`src/rtl/sram_port_arbiter_if.sv`:
```
// Bus bundle between the IF/MEM requesters, the arbiter and the SRAM controller.
// slave = arbiter view; master = requesters plus SRAM controller (the arbiter's environment).
interface sram_port_arbiter_if #(
    parameter int ADDRESS_LEN = 32,
    parameter int WORD_LEN    = 32
);
    logic                   if_rd_en;
    logic [ADDRESS_LEN-1:0] if_address;
    logic [WORD_LEN-1:0]    if_rdata;
    logic                   if_ready;

    logic                   mem_rd_en;
    logic                   mem_wr_en;
    logic [ADDRESS_LEN-1:0] mem_address;
    logic [WORD_LEN-1:0]    mem_wdata;
    logic [WORD_LEN-1:0]    mem_rdata;
    logic                   mem_ready;

    logic                   sram_read_en;
    logic                   sram_write_en;
    logic [ADDRESS_LEN-1:0] sram_address;
    logic [WORD_LEN-1:0]    sram_write_data;
    logic [WORD_LEN-1:0]    sram_read_data;
    logic                   sram_ready;

    modport slave (
        input  if_rd_en, if_address, mem_rd_en, mem_wr_en, mem_address, mem_wdata,
        input  sram_read_data, sram_ready,
        output if_rdata, if_ready, mem_rdata, mem_ready,
        output sram_read_en, sram_write_en, sram_address, sram_write_data
    );

    modport master (
        output if_rd_en, if_address, mem_rd_en, mem_wr_en, mem_address, mem_wdata,
        output sram_read_data, sram_ready,
        input  if_rdata, if_ready, mem_rdata, mem_ready,
        input  sram_read_en, sram_write_en, sram_address, sram_write_data
    );
endinterface

```
`src/rtl/sram_port_arbiter.sv`:
```
// Shares one SRAM controller port between instruction fetch and the data port, with watchdog abort.
// Define ARB_ROUND_ROBIN_EN to alternate grants on simultaneous requests (default: MEM beats IF).
module sram_port_arbiter #(
    parameter int                  ADDRESS_LEN = 32,
    parameter int                  WORD_LEN    = 32,
    parameter int                  TIMEOUT_CYC = 255,
    parameter logic [WORD_LEN-1:0] ABORT_DATA  = 32'hDEAD_BEEF
) (
    input  logic                    clk,
    input  logic                    rst,
    sram_port_arbiter_if.slave      bus,
    output logic                    timeout_err
);

    typedef enum logic [1:0] {
        ST_IDLE = 2'b00,
        ST_BUSY = 2'b01,
        ST_RESP = 2'b10
    } state_t;

    localparam logic GRANT_IF  = 1'b0;
    localparam logic GRANT_MEM = 1'b1;
    localparam logic [7:0] WDOG_LAST = 8'(TIMEOUT_CYC - 1);

    state_t                 state_r,        state_nxt_s;
    logic                   grant_r,        grant_nxt_s;
    logic                   last_grant_r,   last_grant_nxt_s;
    logic                   read_en_r,      read_en_nxt_s;
    logic                   write_en_r,     write_en_nxt_s;
    logic [ADDRESS_LEN-1:0] address_r,      address_nxt_s;
    logic [WORD_LEN-1:0]    wdata_r,        wdata_nxt_s;
    logic [WORD_LEN-1:0]    if_rdata_r,     if_rdata_nxt_s;
    logic [WORD_LEN-1:0]    mem_rdata_r,    mem_rdata_nxt_s;
    logic [7:0]             wdog_r,         wdog_nxt_s;
    logic                   timeout_err_r,  timeout_err_nxt_s;

    logic req_if_s;
    logic req_mem_s;
    logic win_s;

    assign req_if_s  = bus.if_rd_en;
    assign req_mem_s = bus.mem_rd_en | bus.mem_wr_en;

    // Next-state, arbitration and datapath capture for the request FSM.
    always_comb begin
        state_nxt_s       = state_r;
        grant_nxt_s       = grant_r;
        last_grant_nxt_s  = last_grant_r;
        read_en_nxt_s     = read_en_r;
        write_en_nxt_s    = write_en_r;
        address_nxt_s     = address_r;
        wdata_nxt_s       = wdata_r;
        if_rdata_nxt_s    = if_rdata_r;
        mem_rdata_nxt_s   = mem_rdata_r;
        wdog_nxt_s        = wdog_r;
        timeout_err_nxt_s = timeout_err_r;

`ifdef ARB_ROUND_ROBIN_EN
        if (req_if_s && req_mem_s) begin
            win_s = ~last_grant_r;
        end else begin
            win_s = req_mem_s ? GRANT_MEM : GRANT_IF;
        end
`else
        win_s = req_mem_s ? GRANT_MEM : GRANT_IF;
`endif

        case (state_r)
            ST_IDLE: begin
                if (req_if_s || req_mem_s) begin
                    grant_nxt_s = win_s;
                    wdog_nxt_s  = 8'd0;
                    state_nxt_s = ST_BUSY;
                    if (win_s == GRANT_MEM) begin
                        address_nxt_s = bus.mem_address;
                        // A combined read+write request is served as a write only.
                        if (bus.mem_wr_en) begin
                            write_en_nxt_s = 1'b1;
                            read_en_nxt_s  = 1'b0;
                            wdata_nxt_s    = bus.mem_wdata;
                        end else begin
                            write_en_nxt_s = 1'b0;
                            read_en_nxt_s  = 1'b1;
                        end
                    end else begin
                        address_nxt_s  = bus.if_address;
                        write_en_nxt_s = 1'b0;
                        read_en_nxt_s  = 1'b1;
                    end
                end else begin
                    state_nxt_s = ST_IDLE;
                end
            end

            ST_BUSY: begin
                // wdog==0 marks the first BUSY cycle, where sram_ready is still stale.
                if ((wdog_r != 8'd0) && bus.sram_ready) begin
                    if (read_en_r) begin
                        if (grant_r == GRANT_MEM) begin
                            mem_rdata_nxt_s = bus.sram_read_data;
                        end else begin
                            if_rdata_nxt_s = bus.sram_read_data;
                        end
                    end else begin
                        mem_rdata_nxt_s = mem_rdata_r;
                    end
                    read_en_nxt_s  = 1'b0;
                    write_en_nxt_s = 1'b0;
                    state_nxt_s    = ST_RESP;
                end else if (wdog_r >= WDOG_LAST) begin
                    if (grant_r == GRANT_MEM) begin
                        mem_rdata_nxt_s = ABORT_DATA;
                    end else begin
                        if_rdata_nxt_s = ABORT_DATA;
                    end
                    timeout_err_nxt_s = 1'b1;
                    read_en_nxt_s     = 1'b0;
                    write_en_nxt_s    = 1'b0;
                    state_nxt_s       = ST_RESP;
                end else begin
                    wdog_nxt_s = wdog_r + 8'd1;
                end
            end

            ST_RESP: begin
                last_grant_nxt_s = grant_r;
                state_nxt_s      = ST_IDLE;
            end

            default: begin
                read_en_nxt_s  = 1'b0;
                write_en_nxt_s = 1'b0;
                state_nxt_s    = ST_IDLE;
            end
        endcase
    end

    // State and datapath registers with synchronous active-low reset.
    always_ff @(posedge clk) begin
        if (!rst) begin
            state_r       <= ST_IDLE;
            grant_r       <= GRANT_MEM;
            last_grant_r  <= GRANT_MEM;
            read_en_r     <= 1'b0;
            write_en_r    <= 1'b0;
            address_r     <= '0;
            wdata_r       <= '0;
            if_rdata_r    <= '0;
            mem_rdata_r   <= '0;
            wdog_r        <= 8'd0;
            timeout_err_r <= 1'b0;
        end else begin
            state_r       <= state_nxt_s;
            grant_r       <= grant_nxt_s;
            last_grant_r  <= last_grant_nxt_s;
            read_en_r     <= read_en_nxt_s;
            write_en_r    <= write_en_nxt_s;
            address_r     <= address_nxt_s;
            wdata_r       <= wdata_nxt_s;
            if_rdata_r    <= if_rdata_nxt_s;
            mem_rdata_r   <= mem_rdata_nxt_s;
            wdog_r        <= wdog_nxt_s;
            timeout_err_r <= timeout_err_nxt_s;
        end
    end

    assign bus.sram_read_en    = read_en_r;
    assign bus.sram_write_en   = write_en_r;
    assign bus.sram_address    = address_r;
    assign bus.sram_write_data = wdata_r;
    assign bus.if_rdata        = if_rdata_r;
    assign bus.mem_rdata       = mem_rdata_r;
    assign timeout_err         = timeout_err_r;

    // A port is frozen while it requests, except in its own response cycle.
    assign bus.if_ready  = ~req_if_s  | ((state_r == ST_RESP) & (grant_r == GRANT_IF));
    assign bus.mem_ready = ~req_mem_s | ((state_r == ST_RESP) & (grant_r == GRANT_MEM));

endmodule

```
`src/flat_wrapper.sv`:
```
// flat-port wrapper written by rule: the top's interface ports become plain ports
module sram_port_arbiter_flat 
#(
    parameter int                  ADDRESS_LEN = 32,
    parameter int                  WORD_LEN    = 32,
    parameter int                  TIMEOUT_CYC = 255,
    parameter logic [WORD_LEN-1:0] ABORT_DATA  = 32'hDEAD_BEEF
)
  (clk, rst, timeout_err, bus_if_rd_en, bus_if_address, bus_mem_rd_en, bus_mem_wr_en, bus_mem_address, bus_mem_wdata, bus_sram_read_data, bus_sram_ready, bus_if_rdata, bus_if_ready, bus_mem_rdata, bus_mem_ready, bus_sram_read_en, bus_sram_write_en, bus_sram_address, bus_sram_write_data);
  sram_port_arbiter_if #(.ADDRESS_LEN(ADDRESS_LEN), .WORD_LEN(WORD_LEN)) bus_i ();
  input  logic clk;
  input  logic rst;
  output logic timeout_err;
  input wire logic [$bits(bus_i.if_rd_en)-1:0] bus_if_rd_en;
  input wire logic [$bits(bus_i.if_address)-1:0] bus_if_address;
  input wire logic [$bits(bus_i.mem_rd_en)-1:0] bus_mem_rd_en;
  input wire logic [$bits(bus_i.mem_wr_en)-1:0] bus_mem_wr_en;
  input wire logic [$bits(bus_i.mem_address)-1:0] bus_mem_address;
  input wire logic [$bits(bus_i.mem_wdata)-1:0] bus_mem_wdata;
  input wire logic [$bits(bus_i.sram_read_data)-1:0] bus_sram_read_data;
  input wire logic [$bits(bus_i.sram_ready)-1:0] bus_sram_ready;
  output wire logic [$bits(bus_i.if_rdata)-1:0] bus_if_rdata;
  output wire logic [$bits(bus_i.if_ready)-1:0] bus_if_ready;
  output wire logic [$bits(bus_i.mem_rdata)-1:0] bus_mem_rdata;
  output wire logic [$bits(bus_i.mem_ready)-1:0] bus_mem_ready;
  output wire logic [$bits(bus_i.sram_read_en)-1:0] bus_sram_read_en;
  output wire logic [$bits(bus_i.sram_write_en)-1:0] bus_sram_write_en;
  output wire logic [$bits(bus_i.sram_address)-1:0] bus_sram_address;
  output wire logic [$bits(bus_i.sram_write_data)-1:0] bus_sram_write_data;
  assign bus_i.if_rd_en = bus_if_rd_en;
  assign bus_i.if_address = bus_if_address;
  assign bus_i.mem_rd_en = bus_mem_rd_en;
  assign bus_i.mem_wr_en = bus_mem_wr_en;
  assign bus_i.mem_address = bus_mem_address;
  assign bus_i.mem_wdata = bus_mem_wdata;
  assign bus_i.sram_read_data = bus_sram_read_data;
  assign bus_i.sram_ready = bus_sram_ready;
  assign bus_if_rdata = bus_i.if_rdata;
  assign bus_if_ready = bus_i.if_ready;
  assign bus_mem_rdata = bus_i.mem_rdata;
  assign bus_mem_ready = bus_i.mem_ready;
  assign bus_sram_read_en = bus_i.sram_read_en;
  assign bus_sram_write_en = bus_i.sram_write_en;
  assign bus_sram_address = bus_i.sram_address;
  assign bus_sram_write_data = bus_i.sram_write_data;
  sram_port_arbiter #(.ADDRESS_LEN(ADDRESS_LEN), .WORD_LEN(WORD_LEN), .TIMEOUT_CYC(TIMEOUT_CYC), .ABORT_DATA(ABORT_DATA)) u_core (.clk(clk), .rst(rst), .bus(bus_i), .timeout_err(timeout_err));
endmodule
```
`config.mk`:
```
export PLATFORM = sky130hd
export DESIGN_NAME = sram_port_arbiter_flat
export DESIGN_NICKNAME = d
export VERILOG_FILES = /design/src/rtl/sram_port_arbiter_if.sv /design/src/rtl/sram_port_arbiter.sv /design/src/flat_wrapper.sv
export SDC_FILE = /design/constraint.sdc
export NUM_CORES = 1
export LEC_CHECK = 0
export CAP_MARGIN = 20
export CORE_UTILIZATION = 45
export CTS_CLUSTER_DIAMETER = 120
export DETAILED_ROUTE_END_ITERATION = 7
export PLACE_DENSITY = 0.85
export SYNTH_ARGS = -nofsm -noshare
export SYNTH_HDL_FRONTEND = slang
export SYNTH_SLANG_ARGS = --single-unit
export TNS_END_PERCENT = 20
```
`constraint.sdc`:
```
create_clock -name clk -period 4.9 [get_ports clk]
set_input_delay 0.49 -clock clk [delete_from_list [all_inputs] [get_ports clk]]
set_output_delay 0.49 -clock clk [all_outputs]
set_load 0.02 [all_outputs]
```
Yosys cells after proc, flatten, opt, wreduce, memory -nomap -nowiden
Cells that the tools add are included.

Output and inout port bits: 133. Register bits: 142. Input port bits: 134. Logic and storage cells: 72.

Bitwise logic cells: 10. Mux-type cells: 30. Eq/ne operators: 7. Add/sub/neg operators: 1. Reduce and logical (&&, ||, !) cells: 13. Magnitude comparators: 1.

Operator list (number): $mux W32 (11); $mux W8 (3); $pmux W8 S2 (1); $reduce_and A4 Y1 (4); $mux W1 (10); $add A8 B1 Y8 const B (1); $ge A8 B8 Y1 const B (1); $reduce_bool A8 Y1 (1); $pmux W1 S3 (2); $reduce_and A3 Y1 (2); $not A1 Y1 (5); $mux W2 (2); $ne A2 B1 Y1 const B (2); $ne A2 B2 Y1 const B (2); $pmux W2 S2 (1); $reduce_bool A2 Y1 (2); $ne A3 B1 Y1 const B (1); $or A1 B1 Y1 (3); $and A1 B1 Y1 (2); $eq A2 B1 Y1 const B (1); $eq A2 B2 Y1 const B (1); $logic_not A2 Y1 (1); $reduce_and A2 Y1 (1); $logic_and A1 B1 Y1 (1); $logic_or A1 B1 Y1 (1).

Depth between registers and ports, before layout
Gate-level depths: netlist of run 1.

Word-level depth: 5. Gate-level depth with buffers: 9. Depth with buffers taken out: 7.

Least setup slack after synthesis of run 1
No wires, ideal clock.

Path type: input-to-output. Start point: in bus_mem_rd_en. End point: out bus_mem_ready. Slack: 2.724 ns. Stages on the path: 4. Buffers on the path: 2. Data arrival time: 1.686 ns. Path through: or2_2 -> clkbuf_1 -> buf_1 -> o21ai_0.

Word-level cells in the longest chain between the ends: 3.

Ends and longest elaborated chain: start, declared (RTL line flat_wrapper.sv:16) `input wire logic [$bits(bus_i.mem_rd_en)-1:0] bus_mem_rd_en;`; $or A1 B1 Y1 (RTL line sram_port_arbiter.sv:42) `assign req_mem_s = bus.mem_rd_en | bus.mem_wr_en;`; $not A1 Y1 (RTL line sram_port_arbiter.sv:177) `assign bus.mem_ready = ~req_mem_s | ((state_r == ST_RESP) & (grant_r == GRANT_MEM));`; $or A1 B1 Y1 (RTL line sram_port_arbiter.sv:177); end, declared (RTL line flat_wrapper.sv:25) `output wire logic [$bits(bus_i.mem_ready)-1:0] bus_mem_ready;`.

No other way between the ends.

Worst setup path after layout of run 1
Start point: in bus_mem_wr_en. End point: out bus_mem_ready.

Word-level cells in the longest chain between the ends: 3.

Ends and longest elaborated chain: start, declared (RTL line flat_wrapper.sv:17) `input wire logic [$bits(bus_i.mem_wr_en)-1:0] bus_mem_wr_en;`; $or A1 B1 Y1 (RTL line sram_port_arbiter.sv:42); $not A1 Y1 (RTL line sram_port_arbiter.sv:177); $or A1 B1 Y1 (RTL line sram_port_arbiter.sv:177).

No other way between the ends.

==> summary by stage, run 1 <==
Status
The flow ran to the end, and the final reports show no timing, DRC or antenna violations.

Floorplanning
The die is ~120 um tall. The floorplan step defined a die boundary enclosing around 14,000 sq um. The initial utilization of the core area, before any placement, comes to 0.469. In this run the horizontal extent of the chip is 118 um.

The total core area is about 13,000 sq um. Row generation in the floorplan step produced 41 rows. The number of top-level pins is approximately 270.

Global route
The overflow left after global routing is 0. The number of antenna violations at the first check in global routing is 0. The global-route total usage across every layer is 0.255. The number of global-route vias before repair is 5,493. The maximum number of pins on one net before global-route repair is 98. The first global-routing pass estimated 27,900 um of wire.

Worst setup path
Data on the critical path arrives at its endpoint at about 2400 ps. The critical path is of the in2out type. Along the worst path, the maximum fanout reaches 36. Counting both buffers and inverters, the worst setup path holds a total of 3.

For this design, the slowest cell found on the critical path is sky130_fd_sc_hd__clkdlybuf4s50_1. Data on the critical path is required at its endpoint by 4410 ps. The critical path's largest stage delay is approximately 590 ps. The signal on the critical path passes through clkdlybuf4s50_1 -> or2_2 -> buf_4 -> o21ai_0 -> clkdlybuf4s50_1. By instance count, the cell type seen most on the critical path is sky130_fd_sc_hd__clkdlybuf4s50_1. The worst setup path is captured at a primary output.

The worst setup path is launched from a primary input. The cell family with the largest share of critical-path delay is buffers and inverters.

Drt
The post-detailed-route via-to-cell ratio is 5.25. The routed design has between 15,000 and 20,000 um of wire. For this run, design rule violations remaining after detail routing come to 0. The wire length per cell is approximately 16 um. The first detailed-routing pass took 5 iterations. The total via count in the routed design is approximately 5,700. The number of nets with antenna violations after detailed routing is 0.

For this block, the initial DRC count from the detailed router was between 300 and 400.

Timing
The worst clock skew on the final layout is around 6.7 ps. The fraction of the cycle the final worst path needs is 0.594. Setup repair after global routing left no endpoint under its margin.

For the finished layout, the period the worst path requires is 2910 ps. The highest clock frequency the design can meet is between 0.3 and 0.4 GHz. The number of hold violations in the final report came to 0.

The worst-margin pin slew is roughly 1000 ps. The total negative setup slack is 0 ps. The remaining max-slew budget at the tightest pin is 0.300. Setup violations remaining at the end of the flow were counted as 0. The final number of max-transition violations is 0.

Hold is met by around 460 ps.

Finish
Leaving out fill and tap cells, the most frequent cells in the layout are 265 x sky130_fd_sc_hd__clkdlybuf4s50_1, 142 x sky130_fd_sc_hd__dfxtp_1, 126 x sky130_fd_sc_hd__nand2_1, 58 x sky130_fd_sc_hd__o21ai_0, 57 x sky130_fd_sc_hd__nor2_1. In the final layout, the share of cells above drive strength 1 is 0.0814. The number of antenna diodes is 0. The number of nets in the layout is 1,045. Counting the fill cells in the layout gives approximately 970.

Relative to the synthesized area, the layout overhead comes to 53.8%. The most common cell after layout, fill and taps aside is sky130_fd_sc_hd__clkdlybuf4s50_1.

Yosys
The synthesized netlist occupies a cell area of 6010 sq um. The total nets after synthesis is about 810. The share of the Yosys chip area taken by registers is 0.473. The mean post-synth cell area is 8.96 sq um. The number of synthesis warnings is 0. The number of synthesized register bits is around 140. The number of library cell types mapped by synthesis is 44. The cell count after synthesis is roughly 670.

Power
The static power due to leakage is about 3.7 nW. The design draws between 3 and 4 mW. IR analysis of the VDD net gives a maximum drop of between 0.2 and 0.25 mV.

The power per unit of standard cell area is around 330 nW/um^2.

Placed design
The post-DP HPWL is roughly 12,000 um. Input and output buffers added on the ports amount to between 200 and 300. The global placer's final weighted congestion is roughly 0.85.

Clock network
After clock tree synthesis, the clock-pin slew on the worst setup and hold paths is around 50 ps. The number of buffers created by CTS is 17. The number of hold buffers added after cts is 0. The number of setup buffers added after CTS is 0. The maximum level of the CTS H-tree is 4. At the later pin of the worst-skew pair, clock insertion delay measures 420 ps. The tree built by TritonCTS fans out to 142 sinks. The clock passes through at most 2 buffers.

Gates resized during post-CTS repair numbered 0. TritonCTS built the clock tree. The clock tree root driver cell is sky130_fd_sc_hd__clkbuf_16.

Run
Max-cap violations in this run came to 0.

Hold path
The worst hold path belongs to the class reg2reg.
## cells in the mapped netlist, drive strengths merged
cell / n / area, sq um
o211a: 33 / 330
nor4: 2 / 12.5
a21boi: 50 / 375
nand3: 24 / 120
a31oi: 2 / 12.5
clkbuf: 32 / 120
o21a: 3 / 30.0
ha: 3 / 37.5
or2: 3 / 18.8
and2: 2 / 12.5
o21ai: 59 / 307
buf: 23 / 205
nand2: 126 / 473
o221a: 2 / 22.5
nand4b: 1 / 8.76
a21oi: 1 / 5.00
or3: 1 / 7.51
o22ai: 1 / 6.26
dfxtp: 142 / 2840
nand4: 4 / 31.3
inv: 3 / 11.3
nand2b: 2 / 12.5
mux2i: 32 / 320
nor3: 49 / 365
o31ai: 1 / 7.51
nor2: 58 / 218
and4: 3 / 28.8
o211ai: 1 / 7.51
nor2b: 4 / 25.0
o221ai: 1 / 8.76
or4b: 1 / 13.8
nor3b: 1 / 7.51
nand3b: 1 / 7.51
## registers in the layout, summed over array words and instances (netlist names)
signal	cells
u_core.bus.if_rdata	32
u_core.bus.mem_rdata	32
u_core.bus.sram_address	32
u_core.bus.sram_read_en	1
u_core.bus.sram_write_data	32
u_core.bus.sram_write_en	1
u_core.grant_r	1
u_core.state_r	2
u_core.timeout_err	1
u_core.wdog_r	8
## layer usage
| metal | up-vias | share of wire | track usage |
|---|---|---|---|
| li1 | 2794 | - | - |
| met1 | 2697 | 0.40 | 0.293 |
| met2 | 222 | 0.50 | 0.443 |
| met3 | 30 | 0.069 | 0.0751 |
| met4 | 0 | 0.025 | 0.103 |
| met5 | - | 0 | 0 |
## path summary, 6_finish.rpt
kind	startpoint	endpoint	slack (ps)	cells past startpoint
worst max register to register	u_core.state_r[0]	u_core.bus.if_rdata[11]	2070	4
worst min-delay path	u_core.bus.mem_rdata[24]	u_core.bus.mem_rdata[24]	460	2
worst min register to register	u_core.bus.mem_rdata[24]	u_core.bus.mem_rdata[24]	460	2
worst max-delay path	bus_mem_wr_en	bus_mem_ready	1990	5
## per-stage QoR
| stage | instances | cell area [sq um] | worst slack [ps] | util |
|---|---|---|---|---|
| global route | 1093 | 9240 | 1840 | 0.721 |
| CTS | 1092 | 9220 | 1970 | 0.719 |
| global placement | 1060 | 8610 | 2040 | 0.671 |
| finish | 1093 | 9240 | 1990 | 0.721 |
| detailed placement | 1060 | 8610 | 1990 | 0.671 |
| floorplan | 671 | 6010 | 2720 | - |
## kinds of logic (layout without fill, tap and decap cells)
kind of cell / after synthesis / in the layout / share of synthesized area
simple gates: 282 / 282 / 0.227
compound gates: 154 / 154 / 0.185
flops: 142 / 142 / 0.473
buf+inv: 58 / 308 / 0.0560
mux: 32 / 32 / 0.0533
fa+ha+maj: 3 / 3 / 0.00624
## worst register-to-register path, stage by stage, from the launching register on
cell and delay (ps):
sky130_fd_sc_hd__dfxtp_1 380, sky130_fd_sc_hd__nor2b_1 840, sky130_fd_sc_hd__nand4_2 890, sky130_fd_sc_hd__o21ai_0 520, sky130_fd_sc_hd__nor2_1 90
## power breakdown
part,internal [mW],switching [mW],total [mW],leakage (nW)
combinational,0.265,0.246,0.511,2.30
clock,0.816,0.480,1.30,0.295
sequential,1.21,0.0342,1.25,1.16
total,2.29,0.761,3.05,3.75
## layout make-up
| class | count | area, sq um | area share |
|---|---|---|---|
| inverters | 3 | 11.3 | 0.00122 |
| clock buffers | 23 | 498 | 0.0539 |
| repair buffers | 273 | 2730 | 0.296 |
| flip-flops and latches | 142 | 2840 | 0.308 |
| multi-input cells | 471 | 2840 | 0.307 |
| well taps | 172 | 215 | 0.0233 |
| clock inverters | 9 | 108 | 0.0116 |
Power figures use the tool's default switching activity.
==> run 2: changes to the inputs <==
--- a/config.mk
+++ b/config.mk
@@ -6,10 +6,10 @@
 export NUM_CORES = 1
 export LEC_CHECK = 0
 export CAP_MARGIN = 20
-export CORE_UTILIZATION = 45
+export CORE_UTILIZATION = 42
 export CTS_CLUSTER_DIAMETER = 120
 export DETAILED_ROUTE_END_ITERATION = 7
-export PLACE_DENSITY = 0.85
+export PLACE_DENSITY = 0.8
 export SYNTH_ARGS = -nofsm -noshare
 export SYNTH_HDL_FRONTEND = slang
 export SYNTH_SLANG_ARGS = --single-unit
==> constraint.sdc (replaced) <==
create_clock -name clk -period 2.9 [get_ports clk]
set_input_delay 0.29 -clock clk [delete_from_list [all_inputs] [get_ports clk]]
set_output_delay 0.29 -clock clk [all_outputs]
set_load 0.02 [all_outputs]
==> summary by stage, run 2 (synthesis gave the netlist of run 1 again) <==
Global route
The number of antenna violations at the first check in global routing is 0. The number of global-route vias before repair is around 5,200. The global-route total usage across every layer is 0.231. The maximum number of pins on one net before global-route repair is 67. The overflow left after global routing is 0. The wire length of the first global-routing pass is 26,500 um.

Drt
After detailed routing, the total wire length is around 17,000 um. The post-detailed-route DRC marker count is 0. The total via count in the routed design is 5,612. The number of detailed-route iterations in the first pass is 5.

The number of nets with antenna violations after detailed routing is 0. In the final routed layout, each cell accounts on average for roughly 15 um. The number of DRC violations after detailed-routing iteration 0 is around 420. After detailed routing, the number of vias per cell comes to between 5 and 6.

Worst setup path
Of all nets on the critical path, the largest fanout is 19. The setup path with the least slack is of type reg2reg. At the worst endpoint, the required time is approximately 3300 ps.

STA classifies the critical path startpoint as a flip-flop. The worst setup path is captured at a flip-flop. The data arrival time of the worst path is 2770 ps.

Power
The design draws a little over 5 mW. For this design the ratio of total power to cell area is between 500 and 600 nW/um^2. The analysis attributes to cell leakage a power of roughly 3.8 nW. VDD sags by at most 0.392 mV.

Finish
Summing all multi-input logic gate instances after layout gives ~2800 sq um. The share of post-route cells with drive strength above 1 is 0.0894. Across the whole layout, storage elements account for ~2800 sq um. The filler cell count is roughly 1,100. The top cell types in the final layout, fill and taps aside, are 265 x sky130_fd_sc_hd__clkdlybuf4s50_1, 142 x sky130_fd_sc_hd__dfxtp_1, 126 x sky130_fd_sc_hd__nand2_1, 58 x sky130_fd_sc_hd__o21ai_0, 57 x sky130_fd_sc_hd__nor2_1. In the final design database the tool counted 1,052 nets.

Summing all non-filler instances in the final layout gives an area of about 9300 sq um. From synthesis to final layout, the design area changed by 54.3%. The repair_antennas step left the layout with diodes totalling 0. The final cell count without fillers is roughly 1,100. Leaving out fill and tap cells, the most frequent cell in the layout is sky130_fd_sc_hd__clkdlybuf4s50_1.

Clock network
The TritonCTS clock tree is built. The H-tree was split into 4 levels. The total number of clock tree sinks is 142. At the later pin of the worst-skew pair, clock insertion delay measures 420 ps. The post-cts repair resize count is 0.

Buffers inserted during clock tree synthesis total 17. After clock tree synthesis, the clock-pin slew on the worst setup and hold paths is around 60 ps. The clock tree buffer depth is 2. The tree is rooted in a sky130_fd_sc_hd__clkbuf_16. The number of hold buffers added after cts is 0. Buffers added to address setup during post-CTS repair amount to 0.

Timing
The worst-margin pin slew is between 800 and 900 ps. The worst-case setup margin in the final layout is roughly 490 ps. The total negative setup slack is 0 ps.

The worst pin sits at a relative slew slack of 0.429. The number of hold violations in the final report is 0. The minimum clock period after layout is between 2000 and 2500 ps. The final number of max-transition violations was 0.

In the finished design, the share of the clock period the worst path needs comes to 0.831. Derived from the worst setup path, the maximum achievable clock frequency is a little over 0.4 GHz. The number of setup violations in the final report is 0. Setup repair after global routing left no endpoint under its margin. On the final layout, the worst clock skew is about 15 ps.

Placed design
The number of placed cells counting well taps is about 1,100. The congestion estimate from routability-driven global placement came to 0.828. The post-DP HPWL is roughly 12,000 um.

Before CTS, the worst setup slack after placement is roughly 450 ps. During placement, the flow inserted port buffers numbering 266. Summing all placed instances gives a cell area of between 8000 and 9000 sq um.

Status
The run finished with clean final reports.

Floorplanning
The floorplan step defined a die boundary enclosing roughly 15,000 sq um. The number of top-level pins is ~270. The floorplan die width is ~120 um. The total core area is 13,900 sq um. The initial utilization of the core area, before any placement, comes to 0.431. The die is approximately 120 um tall. The number of rows in the core area is 43.

Hold path
The tightest min-delay check is of the in2reg type.

Run
Across the run, the number of max-cap violations was 0.
-- run 2: cell types whose count changed in the layout (fill, tap and decap cells not counted), sizes merged --
cell    previous run  this run
buf                8        15
bufinv             2         1
clkbuf            23        17
clkinv             5         6
inv                3         9
-- run 2: layout make-up --
| cell class | count | share of cell area |
|---|---|---|
| sequential | 142 | 0.306 |
| clock inverter | 15 | 0.0171 |
| tap | 180 | 0.0243 |
| timing repair buffer | 280 | 0.299 |
| inverter | 3 | 0.00121 |
| clock buffer | 17 | 0.0459 |
| multi-input combinational | 471 | 0.306 |
-- run 2: layer usage --
metal,GRT usage,vias to the layer above,wire length [um]
li1,-,2806,-
met1,0.275,2521,7000
met2,0.380,255,8200
met3,0.0782,30,1400
met4,0.0988,0,442
met5,0,-,0
-- run 2: worst max-delay path, stage by stage (launching register included) --
cell	delay, ps
sky130_fd_sc_hd__dfxtp_1	340
sky130_fd_sc_hd__inv_1	110
sky130_fd_sc_hd__ha_1	140
sky130_fd_sc_hd__or4b_4	490
sky130_fd_sc_hd__o21ai_4	280
sky130_fd_sc_hd__or2_1	450
sky130_fd_sc_hd__buf_4	320
sky130_fd_sc_hd__o21ai_0	120
sky130_fd_sc_hd__nor2_1	120
-- run 2: per-stage QoR --
step	utilization	hold slack, ps
after floorplan	-	425
after global placement	0.622	449
after detailed placement	0.622	457
after CTS	0.664	220
after global routing	0.666	258
final	0.666	240
-- run 2: power by group --
group | total, mW | leakage [nW] | switching, mW | internal, mW
sequential | 2.11 | 1.16 | 0.0562 | 2.05
combinational | 0.872 | 2.33 | 0.418 | 0.454
clock | 2.10 | 0.281 | 0.894 | 1.21
total | 5.08 | 3.76 | 1.37 | 3.71
-- run 2: worst paths after layout --
path                                   from                              to  slack [ps]  depth (start not counted)
max                        u_core.wdog_r[0]        u_core.bus.mem_rdata[12]         490                          8
min                                     rst                  u_core.grant_r         240                          2
max reg2reg                u_core.wdog_r[0]        u_core.bus.mem_rdata[12]         490                          8
min reg2reg  u_core.bus.sram_write_data[16]  u_core.bus.sram_write_data[16]         460                          2
